===== src/rtl/rs485_pkg.sv =====
// Shared types and constants for the RS485 receive path.
package rs485_pkg;

  localparam int RS485_DATA_BITS = 8;

  typedef enum logic [1:0] {
    IDLE,
    START,
    DATA,
    STOP
  } byte_state_t;

  typedef enum logic [1:0] {
    WAIT_ADDR,
    GET_HI,
    GET_LO
  } frame_state_t;

endpackage


===== src/rtl/rs485_uart_rx.sv =====
// Rx synchronizer plus 8N1 byte FSM; byte_done/stop_err are asserted in the
// stop-bit sample cycle so the frame logic can register them at that edge.
module rs485_uart_rx
  import rs485_pkg::*;
#(
  parameter int CLKS_PER_BIT = 16
) (
  input  logic       PCLK,
  input  logic       rst_tx,
  input  logic       Rx,
  input  logic       en,
  output logic       byte_done,
  output logic [7:0] data_byte,
  output logic       stop_err,
  output logic       idle,
  output logic [1:0] byte_state
);

  localparam int CNT_W = $clog2(CLKS_PER_BIT);
  localparam logic [CNT_W-1:0] CNT_LAST = CNT_W'(CLKS_PER_BIT - 1);
  localparam logic [CNT_W-1:0] CNT_HALF = CNT_W'(CLKS_PER_BIT / 2 - 1);
  localparam logic [2:0]       BIT_LAST = 3'(RS485_DATA_BITS - 1);

  byte_state_t      state;
  logic             sync1;
  logic             sync2;
  logic             sync_prev;
  logic [CNT_W-1:0] cnt;
  logic [2:0]       bit_idx;
  logic [7:0]       shreg;
  logic             fall;
  logic             stop_sample;

  assign fall        = sync_prev & ~sync2;
  assign stop_sample = (state == STOP) && (cnt == CNT_LAST);
  assign byte_done   = stop_sample & sync2;
  assign stop_err    = stop_sample & ~sync2;
  assign data_byte   = shreg;
  assign idle        = (state == IDLE);
  assign byte_state  = state;

  always_ff @(posedge PCLK or negedge rst_tx) begin
    if (!rst_tx) begin
      sync1     <= 1'b1;
      sync2     <= 1'b1;
      sync_prev <= 1'b1;
      state     <= IDLE;
      cnt       <= '0;
      bit_idx   <= '0;
      shreg     <= '0;
    end else begin
      sync1     <= Rx;
      sync2     <= sync1;
      sync_prev <= sync2;
      case (state)
        IDLE: begin
          cnt <= '0;
          if (fall && en) begin
            // One cycle has already elapsed since the synced edge.
            cnt     <= CNT_W'(1);
            bit_idx <= '0;
            state   <= START;
          end
        end
        START: begin
          if (cnt == CNT_HALF) begin
            cnt   <= '0;
            state <= sync2 ? IDLE : DATA;
          end else begin
            cnt <= cnt + CNT_W'(1);
          end
        end
        DATA: begin
          if (cnt == CNT_LAST) begin
            cnt   <= '0;
            shreg <= {sync2, shreg[7:1]};
            if (bit_idx == BIT_LAST) begin
              state <= STOP;
            end else begin
              bit_idx <= bit_idx + 3'd1;
            end
          end else begin
            cnt <= cnt + CNT_W'(1);
          end
        end
        STOP: begin
          if (cnt == CNT_LAST) begin
            cnt   <= '0;
            state <= IDLE;
          end else begin
            cnt <= cnt + CNT_W'(1);
          end
        end
        default: state <= IDLE;
      endcase
    end
  end

endmodule


===== src/rtl/rs485_rx_deframer.sv =====
// Assembles addressed {addr, hi, lo} byte frames into 16-bit words.
// Handshake: word_out is held stable while word_valid is high; a word is
// consumed on any rising PCLK edge where word_valid && word_ready.
module rs485_rx_deframer
  import rs485_pkg::*;
#(
  parameter int CLKS_PER_BIT = 16,
  parameter int GAP_BITS     = 20
) (
  input  logic        PCLK,
  input  logic        rst_tx,
  input  logic        Rx,
  input  logic        en,
  input  logic [7:0]  sa,
  output logic [15:0] word_out,
  output logic        word_valid,
  input  logic        word_ready,
  output logic        seq_detect,
  output logic        frame_err,
  output logic        overrun,
  output logic        busy,
  output logic [1:0]  frame_state,
  output logic [1:0]  byte_state
);

  localparam int GAP_LIMIT = GAP_BITS * CLKS_PER_BIT;
  localparam int GAP_W     = $clog2(GAP_LIMIT + 1);
  localparam logic [GAP_W-1:0] GAP_LAST = GAP_W'(GAP_LIMIT - 1);

  frame_state_t state;
  logic [7:0]   hi_byte;
  logic [GAP_W-1:0] gap_cnt;
  logic         byte_done;
  logic [7:0]   data_byte;
  logic         stop_err;
  logic         idle;
  logic         gap_run;
  logic         gap_hit;

  rs485_uart_rx #(
    .CLKS_PER_BIT(CLKS_PER_BIT)
  ) u_uart_rx (
    .PCLK      (PCLK),
    .rst_tx    (rst_tx),
    .Rx        (Rx),
    .en        (en),
    .byte_done (byte_done),
    .data_byte (data_byte),
    .stop_err  (stop_err),
    .idle      (idle),
    .byte_state(byte_state)
  );

  assign gap_run     = ((state == GET_HI) || (state == GET_LO)) && idle;
  assign gap_hit     = gap_run && (gap_cnt == GAP_LAST);
  assign busy        = (state != WAIT_ADDR) || !idle;
  assign frame_state = state;

  always_ff @(posedge PCLK or negedge rst_tx) begin
    if (!rst_tx) begin
      state      <= WAIT_ADDR;
      hi_byte    <= '0;
      word_out   <= '0;
      word_valid <= 1'b0;
      seq_detect <= 1'b0;
      frame_err  <= 1'b0;
      overrun    <= 1'b0;
      gap_cnt    <= '0;
    end else begin
      seq_detect <= 1'b0;
      overrun    <= 1'b0;
      frame_err  <= stop_err || gap_hit;
      gap_cnt    <= (gap_run && !gap_hit) ? gap_cnt + GAP_W'(1) : '0;
      if (word_valid && word_ready) begin
        word_valid <= 1'b0;
      end
      case (state)
        WAIT_ADDR: begin
          if (byte_done && (data_byte == sa)) begin
            seq_detect <= 1'b1;
            state      <= GET_HI;
          end
        end
        GET_HI: begin
          if (byte_done) begin
            hi_byte <= data_byte;
            state   <= GET_LO;
          end else if (stop_err || gap_hit) begin
            state <= WAIT_ADDR;
          end
        end
        GET_LO: begin
          if (byte_done) begin
            // A word accepted this same cycle frees the register for the new one.
            if (!word_valid || word_ready) begin
              word_out   <= {hi_byte, data_byte};
              word_valid <= 1'b1;
            end else begin
              overrun <= 1'b1;
            end
            state <= WAIT_ADDR;
          end else if (stop_err || gap_hit) begin
            state <= WAIT_ADDR;
          end
        end
        default: state <= WAIT_ADDR;
      endcase
    end
  end

endmodule


===== config.mk =====
export PLATFORM = sky130hd
export DESIGN_NAME = rs485_rx_deframer
export DESIGN_NICKNAME = d
export VERILOG_FILES = /design/src/rtl/rs485_pkg.sv /design/src/rtl/rs485_uart_rx.sv /design/src/rtl/rs485_rx_deframer.sv
export SDC_FILE = /design/constraint.sdc
export NUM_CORES = 1
export LEC_CHECK = 0
export CAP_MARGIN = 20
export CORE_ASPECT_RATIO = 2
export CORE_MARGIN = 2
export CORE_UTILIZATION = 30
export DETAILED_ROUTE_END_ITERATION = 12
export MAX_ROUTING_LAYER = met4
export SYNTH_ARGS = -nofsm -noshare
export SYNTH_HDL_FRONTEND = slang
export SYNTH_SLANG_ARGS = --single-unit

===== constraint.sdc =====
create_clock -name PCLK -period 2.1 [get_ports PCLK]
set_input_delay 0.63 -clock PCLK [delete_from_list [all_inputs] [get_ports PCLK]]
set_output_delay 0.63 -clock PCLK [all_outputs]
set_load 0.02 [all_outputs]

==> results of run 1 <==
## registers in the layout, summed over array words and instances, names as in the netlist, named ones only
signal / flops
word_valid: 1
gap_cnt: 9
hi_byte: 8
word_out: 16
u_uart_rx.bit_idx: 3
u_uart_rx.sync_prev: 1
frame_err: 1
u_uart_rx.byte_state: 1
frame_state: 2
overrun: 1
u_uart_rx.sync2: 1
u_uart_rx.data_byte: 8
u_uart_rx.cnt: 4
u_uart_rx.sync1: 1
seq_detect: 1
## kinds of logic (layout without fill, tap and decap cells)
kind of cell / after synthesis / count (layout) / share of synthesized area (%)
adder cells (fa/ha/maj): 8 / 8 / 3.77
AO/OA/AOI/OAI: 14 / 14 / 3.87
XOR/XNOR: 17 / 17 / 5.61
AND/OR/NAND/NOR: 62 / 62 / 13.1
multiplexers: 36 / 36 / 16.6
flip-flops: 59 / 59 / 55.7
buffers and inverters: 6 / 65 / 1.23
## final timing paths
path,start,endpoint,depth (start not counted)
max,frame_state[1],frame_state[1],2
min,rst_tx,gap_cnt[3],2
max reg2reg,u_uart_rx.cnt[0],frame_state[1],5
min reg2reg,u_uart_rx.sync1,u_uart_rx.sync2,0
max in group asynchronous,rst_tx,u_uart_rx.sync_prev,2
min in group PCLK,u_uart_rx.sync1,u_uart_rx.sync2,0
## cell usage after synthesis
cell and n:
sky130_fd_sc_hd__xnor2_1 11, sky130_fd_sc_hd__mux2_2 25, sky130_fd_sc_hd__o311ai_0 1, sky130_fd_sc_hd__mux2i_1 1, sky130_fd_sc_hd__nand2b_1 3, sky130_fd_sc_hd__nand3_1 4, sky130_fd_sc_hd__a211o_1 1, sky130_fd_sc_hd__o311ai_1 1
sky130_fd_sc_hd__nand4_1 6, sky130_fd_sc_hd__ha_1 8, sky130_fd_sc_hd__nand2_2 1, sky130_fd_sc_hd__a31o_2 1, sky130_fd_sc_hd__buf_2 2, sky130_fd_sc_hd__nor2b_1 3, sky130_fd_sc_hd__nor2_2 1, sky130_fd_sc_hd__xor2_1 6
sky130_fd_sc_hd__mux2_4 10, sky130_fd_sc_hd__nand3b_1 1, sky130_fd_sc_hd__nor2_1 13, sky130_fd_sc_hd__inv_1 2, sky130_fd_sc_hd__o21ai_0 4, sky130_fd_sc_hd__a21boi_0 1, sky130_fd_sc_hd__and3b_1 1, sky130_fd_sc_hd__and2_1 3
sky130_fd_sc_hd__o31a_1 1, sky130_fd_sc_hd__dfrtp_1 56, sky130_fd_sc_hd__o22ai_1 1, sky130_fd_sc_hd__clkbuf_1 1, sky130_fd_sc_hd__and4_4 1, sky130_fd_sc_hd__nor3_1 2, sky130_fd_sc_hd__o32ai_1 1, sky130_fd_sc_hd__nand3_4 1
sky130_fd_sc_hd__and2_4 1, sky130_fd_sc_hd__dfstp_2 3, sky130_fd_sc_hd__and3_1 4, sky130_fd_sc_hd__nand2_1 13, sky130_fd_sc_hd__a211oi_1 1, sky130_fd_sc_hd__and4b_1 1, sky130_fd_sc_hd__nor3b_2 1, sky130_fd_sc_hd__buf_6 1
sky130_fd_sc_hd__nor3b_1 1, sky130_fd_sc_hd__a22o_1 1, sky130_fd_sc_hd__nor4_1 1
## stage by stage
stage	TNS, ns	power [mW]
3_5_place_dp	-0.296	1.67
2_1_floorplan	0	1.50
6_report	0	3.25
3_3_place_gp	-0.128	1.66
5_1_grt	0	3.37
4_1_cts	0	3.29
## worst max-delay path, delay by kind of cell (launching register included)
family	cells	cell delay, ns
buffers and inverters	2	0.75
flip-flops	1	0.35
## where the power goes
part | internal, mW | switching (mW) | leakage [nW]
logic | 0.177 | 0.216 | 0.725
clock network | 1.10 | 0.511 | 0.159
registers | 1.20 | 0.0459 | 0.802
total | 2.48 | 0.773 | 1.69
## what timing repair did
action,in CTS,in global routing
setup buffers,0,0
endpoints found under the setup margin,3,1
gates resized for setup,4,1
cloned,0,0
## cell type report
type | count | share of cell area, %
sequential | 59 | 41.6
multi-input combinational | 137 | 32.5
timing repair buffer | 47 | 13.0
clock buffer | 12 | 7.21
tap | 100 | 3.52
clock inverter | 4 | 2.04
inverter | 2 | 0.211
## layer usage
layer | vias up | global-route usage, %
li1 | 823 | -
met1 | 851 | 13.7
met2 | 32 | 21.3
met3 | 9 | 3.09
met4 | 0 | 8.65
met5 | - | -
==> flow_summary.json, run 1 <==
{
  "synth.yosys.seq_area_share_pct": 55.7,
  "wirelength_mm": 5.49,
  "post-synth-top-area-cell": "sky130_fd_sc_hd__dfrtp_1",
  "drt.antenna.violating_nets": 0,
  "timing_hold_violations_final": 0,
  "seq_area_um2": 1480,
  "die_area_um2": 9660,
  "numCtsBuffers": 9,
  "synthesis.yosys.warnings": 0,
  "worst_slew_margin_rel_pct": 68.4,
  "critical_path.max_stage_delay_ns": 0.60,
  "drt-wirelength-per-cell_um": 15.2,
  "first_pass_grt_wire_length_mm": 9.07,
  "setup_violations": 0,
  "initial_drt_pass_iterations": 4,
  "cts_tree": "done",
  "finalCritPeriodShare_pct": 97.9,
  "crit_fanout": 5,
  "hold_ws_ns": 0.288,
  "routedLengthMet1_mm": 2.24,
  "coreArea_um2": 8590,
  "cts_max_path_buffers": 2,
  "report.final.slew_viol_count": 0,
  "grt_max_degree": 60,
  "route.detailed.drc": 0,
  "routed-wl-met3_um": 176,
  "placed_instance_area_um2": 3220,
  "syn-mean-instance-area_um2": 13.1,
  "final.setup.worst_slack_ns": 0.0437,
  "floorplan.io_pins": 38,
  "yosysUniqueCellTypes": 43,
  "timing.hold.worst.class": "in2async",
  "fin_skew_ns": 0.00355,
  "setup.reg_to_reg.worst_slack_ns": 0.23,
  "utilization_pct": 41.4,
  "synth_largest_type_area_fraction_pct": 52.8,
  "layout_cell_share_with_drive_strength_beyond_1_pct": 27.6,
  "multiInputGateArea_um2": 1150,
  "die-width_um": 70.5,
  "met2_length_mm": 2.90,
  "cp_data_arrival_time_ns": 1.43,
  "place.detailed.instances": 345,
  "synthCells": 202,
  "cts.sinks": 59,
  "drt-vias-per-instance": 4.75,
  "drv.max_cap_violation_count": 0,
  "critPathKind": "reg2out",
  "syn_to_final_growth_pct": 34.0,
  "final_common_cell": "sky130_fd_sc_hd__dfrtp_1",
  "post-place-ws_ns": -0.169,
  "crit_slowest_cell": "sky130_fd_sc_hd__clkdlybuf4s50_1",
  "max_clock_freq_mhz": 486,
  "timing_worst_slew_pin_value_ns": 0.474,
  "numPortBuffers": 37,
  "clock_latency_ns": 0.33,
  "antenna_cells_inserted": 0,
  "critPathCaptureType": "output port",
  "route.top_layer_used": "met4",
  "cts_root_buf": "sky130_fd_sc_hd__clkbuf_16",
  "synth_nets": 223,
  "dpl.hpwl_mm": 3.81,
  "cts_hold_repair.buffers": 0,
  "post_synth_main_area_contributors": "sky130_fd_sc_hd__dfrtp_1 53%, sky130_fd_sc_hd__mux2_2 11%, sky130_fd_sc_hd__mux2_4 5.7%",
  "timing.final.crit_period_ns": 2.06,
  "design_area_um2": 3560,
  "stdcell_count": 361,
  "initial_standard_cell_utilization_of_the_core_pct": 30.9,
  "drt_initial_violations": 77,
  "fillers": 851,
  "vias": 1715,
  "worstPathRequired_ns": 1.47,
  "mostFrequentLayoutCells": "56 x sky130_fd_sc_hd__dfrtp_1, 33 x sky130_fd_sc_hd__clkdlybuf4s50_1, 25 x sky130_fd_sc_hd__mux2_2",
  "grt_setup_unrepaired": "no",
  "path_clk_slew_ns": 0.05,
  "antenna_found_initial": 0,
  "clock_tree.htree_level_count": 3,
  "layout.nets": 277,
  "total_leakage_power_nw": 1.69,
  "dieHeight_um": 137,
  "yosys_register_bits": 59,
  "power_per_cell_area_nw_per_um2": 914,
  "grt_overflow": 0,
  "gp_routability_congestion": 0.770,
  "max-vdd-ir-drop_v": 0.000376,
  "run_status": "finished clean",
  "start_kind": "register",
  "groute.usage.overall_pct": 13.0,
  "path_cells": "buf_4 > clkdlybuf4s50_1",
  "floorplan_row_count": 48,
  "post_synth_instance_area_um2": 2660,
  "grt_pass1_vias": 1827
}
Power figures use the tool's default switching activity.
==> inputs of run 2 (changes only) <==
--- a/config.mk
+++ b/config.mk
@@ -11,6 +11,7 @@
 export CORE_UTILIZATION = 30
 export DETAILED_ROUTE_END_ITERATION = 12
 export MAX_ROUTING_LAYER = met4
+export REMOVE_ABC_BUFFERS = 1
 export SYNTH_ARGS = -nofsm -noshare
 export SYNTH_HDL_FRONTEND = slang
 export SYNTH_SLANG_ARGS = --single-unit
==> run 2 against run 1 <==
Effect of this change: setup slack improved by 0.045 ns; clock power decreased by 14%; worst hold slack got worse by 0.16 ns; cell count increased by 1.1%; clock-buffer cell count increased by 3; sequential share of layout area increased by 0.21 points; fmax increased by 2.2%; cell area decreased by 0.49%; largest cell class unchanged; sequential power about the same; register-to-register slack improved by 0.09 ns; via count increased by 1.7%; global-route usage decreased by 0.37 points.
==> flow_summary.json, run 2 (synthesized netlist as in run 1, its figures left out) <==
{
  "worst_r2r_startpoint": "u_uart_rx.cnt[0]",
  "fin_setup_tns_ns": 0,
  "timing.hold.worst.class": "in2async",
  "timing_worst_slew_pin_value_ns": 0.405,
  "drt.antenna.violating_nets": 0,
  "placed_instance_area_um2": 3240,
  "worst_slew_margin_rel_pct": 73.0,
  "report.final.slew_viol_count": 0,
  "crit_fanout": 5,
  "syn_to_final_growth_pct": 33.4,
  "layout.nets": 281,
  "start_kind": "register",
  "antenna_cells_inserted": 0,
  "cts.sinks": 59,
  "clock_tree.htree_level_count": 3,
  "drt-wirelength-per-cell_um": 14.7,
  "drv.max_cap_violation_count": 0,
  "antenna_found_initial": 0,
  "drt-vias-per-instance": 4.78,
  "drt_initial_violations": 76,
  "layout_cell_share_with_drive_strength_beyond_1_pct": 28.3,
  "worstPathRequired_ns": 1.47,
  "wirelength_mm": 5.38,
  "groute.usage.overall_pct": 12.6,
  "first_pass_grt_wire_length_mm": 8.91,
  "run_status": "finished clean",
  "largestRegisters": "word_out (16), gap_cnt (9)",
  "path_clk_slew_ns": 0.05,
  "finalCritPeriodShare_pct": 95.8,
  "die_area_um2": 9660,
  "die-width_um": 70.5,
  "fin_skew_ns": 0.00344,
  "cp_data_arrival_time_ns": 1.38,
  "initial_drt_pass_iterations": 4,
  "utilization_pct": 41.2,
  "mostFrequentLayoutCells": "56 x sky130_fd_sc_hd__dfrtp_1, 31 x sky130_fd_sc_hd__clkdlybuf4s50_1, 25 x sky130_fd_sc_hd__mux2_2",
  "final_common_cell": "sky130_fd_sc_hd__dfrtp_1",
  "max-vdd-ir-drop_v": 0.000465,
  "power_per_cell_area_nw_per_um2": 857,
  "numPortBuffers": 37,
  "setup.reg_to_reg.worst_slack_ns": 0.32,
  "clock_latency_ns": 0.33,
  "critPathKind": "reg2out",
  "total_leakage_power_nw": 1.70,
  "dpl.hpwl_mm": 3.98,
  "fillers": 816,
  "cts_tree": "done",
  "coreArea_um2": 8590,
  "dieHeight_um": 137,
  "start_point_of_the_critical_path": "frame_state[0]",
  "grt_overflow": 0,
  "largest_reg_flops": 16,
  "grt_setup_unrepaired": "no",
  "grt_max_degree": 22,
  "gp_routability_congestion": 0.794,
  "setup_violations": 0,
  "worst_r2r_path_depth": 5,
  "setup.worst_path.end": "busy",
  "timing_hold_violations_final": 0,
  "grt_pass1_vias": 1832,
  "cts_max_path_buffers": 2,
  "design_area_um2": 3540,
  "regMostFlops": "word_out",
  "critPathCaptureType": "output port",
  "vias": 1744,
  "route.detailed.drc": 0,
  "cts_root_buf": "sky130_fd_sc_hd__clkbuf_16",
  "initial_standard_cell_utilization_of_the_core_pct": 30.9,
  "floorplan_row_count": 48,
  "max_clock_freq_mhz": 497,
  "capture_point_of_the_worst_reg_to_reg_path": "frame_state[1]",
  "timing.final.crit_period_ns": 2.01,
  "numCtsBuffers": 9,
  "floorplan.io_pins": 38
}
## run 2: timing repair
item	in CTS	in global routing
gates cloned	0	0
hold buffers	0	0
resized for setup	5	2
setup endpoints to repair	4	2
buffers inserted	0	0
## run 2: worst max-delay path: stages (launching register included)
cell	delay (ns)
sky130_fd_sc_hd__dfrtp_1	0.38
sky130_fd_sc_hd__inv_1	0.13
sky130_fd_sc_hd__ha_4	0.18
sky130_fd_sc_hd__nand2_1	0.05
sky130_fd_sc_hd__dlygate4sd2_1	0.31
## run 2: final cells by class
cell class | instances | area, µm² | area share (%)
Sequential cell | 59 | 1480 | 41.8
Multi-Input combinational cell | 137 | 1150 | 32.6
Timing Repair Buffer | 51 | 480 | 13.6
Clock buffer | 15 | 288 | 8.13
Tap cell | 100 | 125 | 3.53
Inverter | 2 | 7.51 | 0.212
Clock inverter | 1 | 5.00 | 0.141
## run 2: report_power, final
group / leakage, nW / switching [mW] / internal (mW) / total [mW]
registers: 0.802 / 0.0491 / 1.20 / 1.25
logic: 0.755 / 0.212 / 0.177 / 0.389
clock network: 0.146 / 0.470 / 0.923 / 1.39
total: 1.70 / 0.730 / 2.30 / 3.04
## run 2: how the worst min path moves through the flow
stage,end,slack [ns],depth (start not counted)
6_report,async pin,0.13,1
3_3_place_gp,u_uart_rx.sync2,0.35,0
3_5_place_dp,u_uart_rx.sync2,0.35,0
5_1_grt,async pin,0.13,1
4_1_cts,async pin,0.12,1
2_1_floorplan,async pin,0.33,0
## run 2: metal layers
layer  GRT usage [%]  vias to the layer above  wire length (µm)
li1                -                      830                 -
met1            13.0                      874              2090
met2            21.3                       29              2970
met3            2.58                       11               187
met4            8.44                        0               134
met5               -                        -                 0
## run 2: per-stage QoR
| stage | hold WS, ns | instances | setup slack (ns) | power (mW) |
|---|---|---|---|---|
| 2_1_floorplan | 0.334 | 198 | 0.357 | 1.49 |
| 3_3_place_gp | 0.347 | 349 | -0.111 | 1.66 |
| 3_5_place_dp | 0.348 | 349 | -0.204 | 1.67 |
| 4_1_cts | 0.121 | 365 | 0.0127 | 3.08 |
| 5_1_grt | 0.131 | 365 | 0.0304 | 3.18 |
| 6_report | 0.130 | 365 | 0.0884 | 3.04 |
==> inputs of run 3 (changes only) <==
--- a/config.mk
+++ b/config.mk
@@ -14,4 +14,5 @@
 export REMOVE_ABC_BUFFERS = 1
 export SYNTH_ARGS = -nofsm -noshare
 export SYNTH_HDL_FRONTEND = slang
+export SYNTH_HIERARCHICAL = 1
 export SYNTH_SLANG_ARGS = --single-unit
==> run 3 against run 2 <==
Effect of this change: power rose by 9.6%; highest routed layer unchanged; via count rose by 0.52%; core utilization up 0.58 points; critical path depth decreased by 2; largest cell class unchanged; first-iteration DRC count shrank 39%; largest power group unchanged; sequential power hardly changed.
==> flow_summary.json, run 3 <==
{
  "run_status": "finished clean",
  "drt_initial_violations": 46,
  "die_area_um2": 9780,
  "total_leakage_power_nw": 1.64,
  "path_clk_slew_ns": 0.05,
  "timing.hold.worst.class": "in2async",
  "vias": 1753,
  "async_reset_ff_share_pct": 100,
  "drt.antenna.violating_nets": 0,
  "switching_share_pct": 22.6,
  "combinational_fraction_of_design_power_pct": 11.5,
  "grt_pass1_vias": 1863,
  "critPathKind": "reg2out",
  "number_of_synthesized_flops_with_an_enable_pin": 0,
  "critical_path.max_stage_delay_ns": 0.60,
  "post-synth-top-area-cell": "sky130_fd_sc_hd__dfrtp_1",
  "start_kind": "register",
  "synth.yosys.seq_area_share_pct": 55.1,
  "mostFrequentLayoutCells": "56 x sky130_fd_sc_hd__dfrtp_1, 34 x sky130_fd_sc_hd__clkdlybuf4s50_1, 27 x sky130_fd_sc_hd__mux2_2",
  "syn-mean-instance-area_um2": 13.0,
  "antenna_cells_inserted": 0,
  "final_common_cell": "sky130_fd_sc_hd__dfrtp_1",
  "timing_hold_violations_final": 0,
  "max-vdd-ir-drop_v": 0.000448,
  "cts_root_buf": "sky130_fd_sc_hd__clkbuf_16",
  "initial_standard_cell_utilization_of_the_core_pct": 31.1,
  "synth_top_flop_cell": "sky130_fd_sc_hd__dfrtp_1",
  "antenna_found_initial": 0,
  "power_per_cell_area_nw_per_um2": 920,
  "groute.usage.overall_pct": 13.0,
  "finalCritPeriodShare_pct": 96.8,
  "cp_data_arrival_time_ns": 1.40,
  "gp_routability_congestion": 0.782,
  "timing_worst_slew_pin_value_ns": 0.394,
  "p_total_mw": 3.33,
  "synthesis.yosys.warnings": 6,
  "seq_area_um2": 1480,
  "clock_latency_ns": 0.32,
  "dieHeight_um": 138,
  "max_clock_freq_mhz": 492,
  "post_synth_instance_area_um2": 2690,
  "first_pass_grt_wire_length_mm": 9.25,
  "worstPathRequired_ns": 1.47,
  "power.share.sequential_pct": 38.3,
  "path_cells": "buf_4 > clkdlybuf4s50_1",
  "yosysUniqueCellTypes": 40,
  "crit_slowest_cell": "sky130_fd_sc_hd__clkdlybuf4s50_1",
  "initial_drt_pass_iterations": 4,
  "clock_tree.htree_level_count": 3,
  "netlist_top_cells_count": "56 x sky130_fd_sc_hd__dfrtp_1, 27 x sky130_fd_sc_hd__mux2_2, 15 x sky130_fd_sc_hd__nor2_1",
  "floorplan_row_count": 48,
  "clock_power_share_pct": 50.3,
  "grt_overflow": 0,
  "numPortBuffers": 37,
  "yosys_register_bits": 59,
  "synthMostInstantiatedCell": "sky130_fd_sc_hd__dfrtp_1",
  "critPathCaptureType": "output port",
  "die-width_um": 70.9,
  "fin_skew_ns": 0.00535,
  "report.final.slew_viol_count": 0,
  "coreArea_um2": 8650,
  "cts_hold_repair.buffers": 0,
  "drt-vias-per-instance": 4.78,
  "cts.sinks": 59,
  "grt_setup_unrepaired": "no",
  "syn_to_final_growth_pct": 34.5,
  "power.net_switching_uw": 752,
  "fillers": 847,
  "route.detailed.drc": 0,
  "cts_tree": "done",
  "intPower_mw": 2.58,
  "largest_reg_flops": 16,
  "grt_max_degree": 36,
  "worst_slew_margin_rel_pct": 73.8,
  "crit_fanout": 5,
  "floorplan.io_pins": 38,
  "drt-wirelength-per-cell_um": 14.8,
  "final.setup.worst_slack_ns": 0.0669,
  "numCtsBuffers": 9,
  "synth_largest_type_area_fraction_pct": 52.1,
  "cts_max_path_buffers": 2,
  "synthCells": 206,
  "post_synth_main_area_contributors": "sky130_fd_sc_hd__dfrtp_1 52%, sky130_fd_sc_hd__mux2_2 11%, sky130_fd_sc_hd__mux2_4 4.5%",
  "timing.final.crit_period_ns": 2.03,
  "dpl.hpwl_mm": 4.03,
  "hold_ws_ns": 0.192,
  "largestRegisters": "word_out (16), gap_cnt (9)",
  "drv.max_cap_violation_count": 0,
  "setup_violations": 0,
  "layout.nets": 283,
  "multiInputGateArea_um2": 1140,
  "layout_cell_share_with_drive_strength_beyond_1_pct": 27.7,
  "wirelength_mm": 5.42,
  "post-place-ws_ns": -0.0381,
  "regMostFlops": "word_out"
}
## run 3: cells by family (layout without fill, tap and decap cells)
group | after synthesis | in the layout | share of synthesized area, %
buffers and inverters | 13 | 74 | 2.75
AND/OR/NAND/NOR | 57 | 57 | 11.4
flip-flops | 59 | 59 | 55.1
multiplexers | 36 | 36 | 16.2
AO/OA/AOI/OAI | 16 | 16 | 5.35
adder cells (fa/ha/maj) | 8 | 8 | 3.72
XOR/XNOR | 17 | 17 | 5.54
## run 3: what timing repair did
action | 4_1_cts | 5_1_grt
gates resized for setup | 2 | 1
gates cloned | 0 | 0
endpoints found under the hold margin | 0 | 0
setup buffers | 0 | 0
pin swaps | 0 | 0
endpoints found under the setup margin | 2 | 16
## run 3: power groups by stage
stage / registers [mW] / logic [mW] / clock network (mW)
2_1_floorplan: 1.32 / 0.161 / 0
3_3_place_gp: 1.29 / 0.388 / 0
3_5_place_dp: 1.29 / 0.396 / 0
4_1_cts: 1.27 / 0.384 / 1.71
5_1_grt: 1.28 / 0.421 / 1.76
6_report: 1.27 / 0.381 / 1.67
## run 3: layer usage
layer  vias up  GRT usage [%]  share of wire (%)
li1        837              -                  -
met1       875           13.4                 39
met2        31           22.3                 55
met3        10           3.42                3.0
met4         0           7.23                2.9
met5         -              -                  0
## run 3: critical path, delay by kind of cell, from the launching register on
kind / cells / cell delay, ns
flip-flops: 1 / 0.34
buffers and inverters: 2 / 0.74
## run 3: path summary, 6_finish.rpt
kind                                   from              endpoint  slack (ns)  cells past startpoint
setup reg to reg           u_uart_rx/cnt[0]           word_out[8]        0.12                      7
hold / removal                       rst_tx  u_uart_rx/bit_idx[2]        0.19                      1
setup / recovery             frame_state[1]        frame_state[1]        0.07                      2
max in group asynchronous            rst_tx   u_uart_rx/sync_prev        1.36                      2
hold reg to reg             u_uart_rx/sync1       u_uart_rx/sync2        0.35                      0
min in group PCLK           u_uart_rx/sync1       u_uart_rx/sync2        0.35                      0
## run 3: final cells by class
cell class | instances | area share [%]
inverter | 7 | 0.727
multi-input combinational | 134 | 31.4
timing repair buffer | 51 | 14.0
clock buffer | 11 | 6.71
sequential | 59 | 40.9
clock inverter | 5 | 2.77
tap | 100 | 3.46
## run 3: through the flow
stage / util (%) / cell area, µm² / std cells / TNS (ns)
5_1_grt: 41.8 / 3620 / 367 / 0
2_1_floorplan: - / 2640 / 200 / -5.84
4_1_cts: 41.8 / 3610 / 367 / 0
3_3_place_gp: 37.8 / 3270 / 351 / -0.000580
3_5_place_dp: 37.8 / 3270 / 351 / -0.0382
6_report: 41.8 / 3620 / 367 / 0
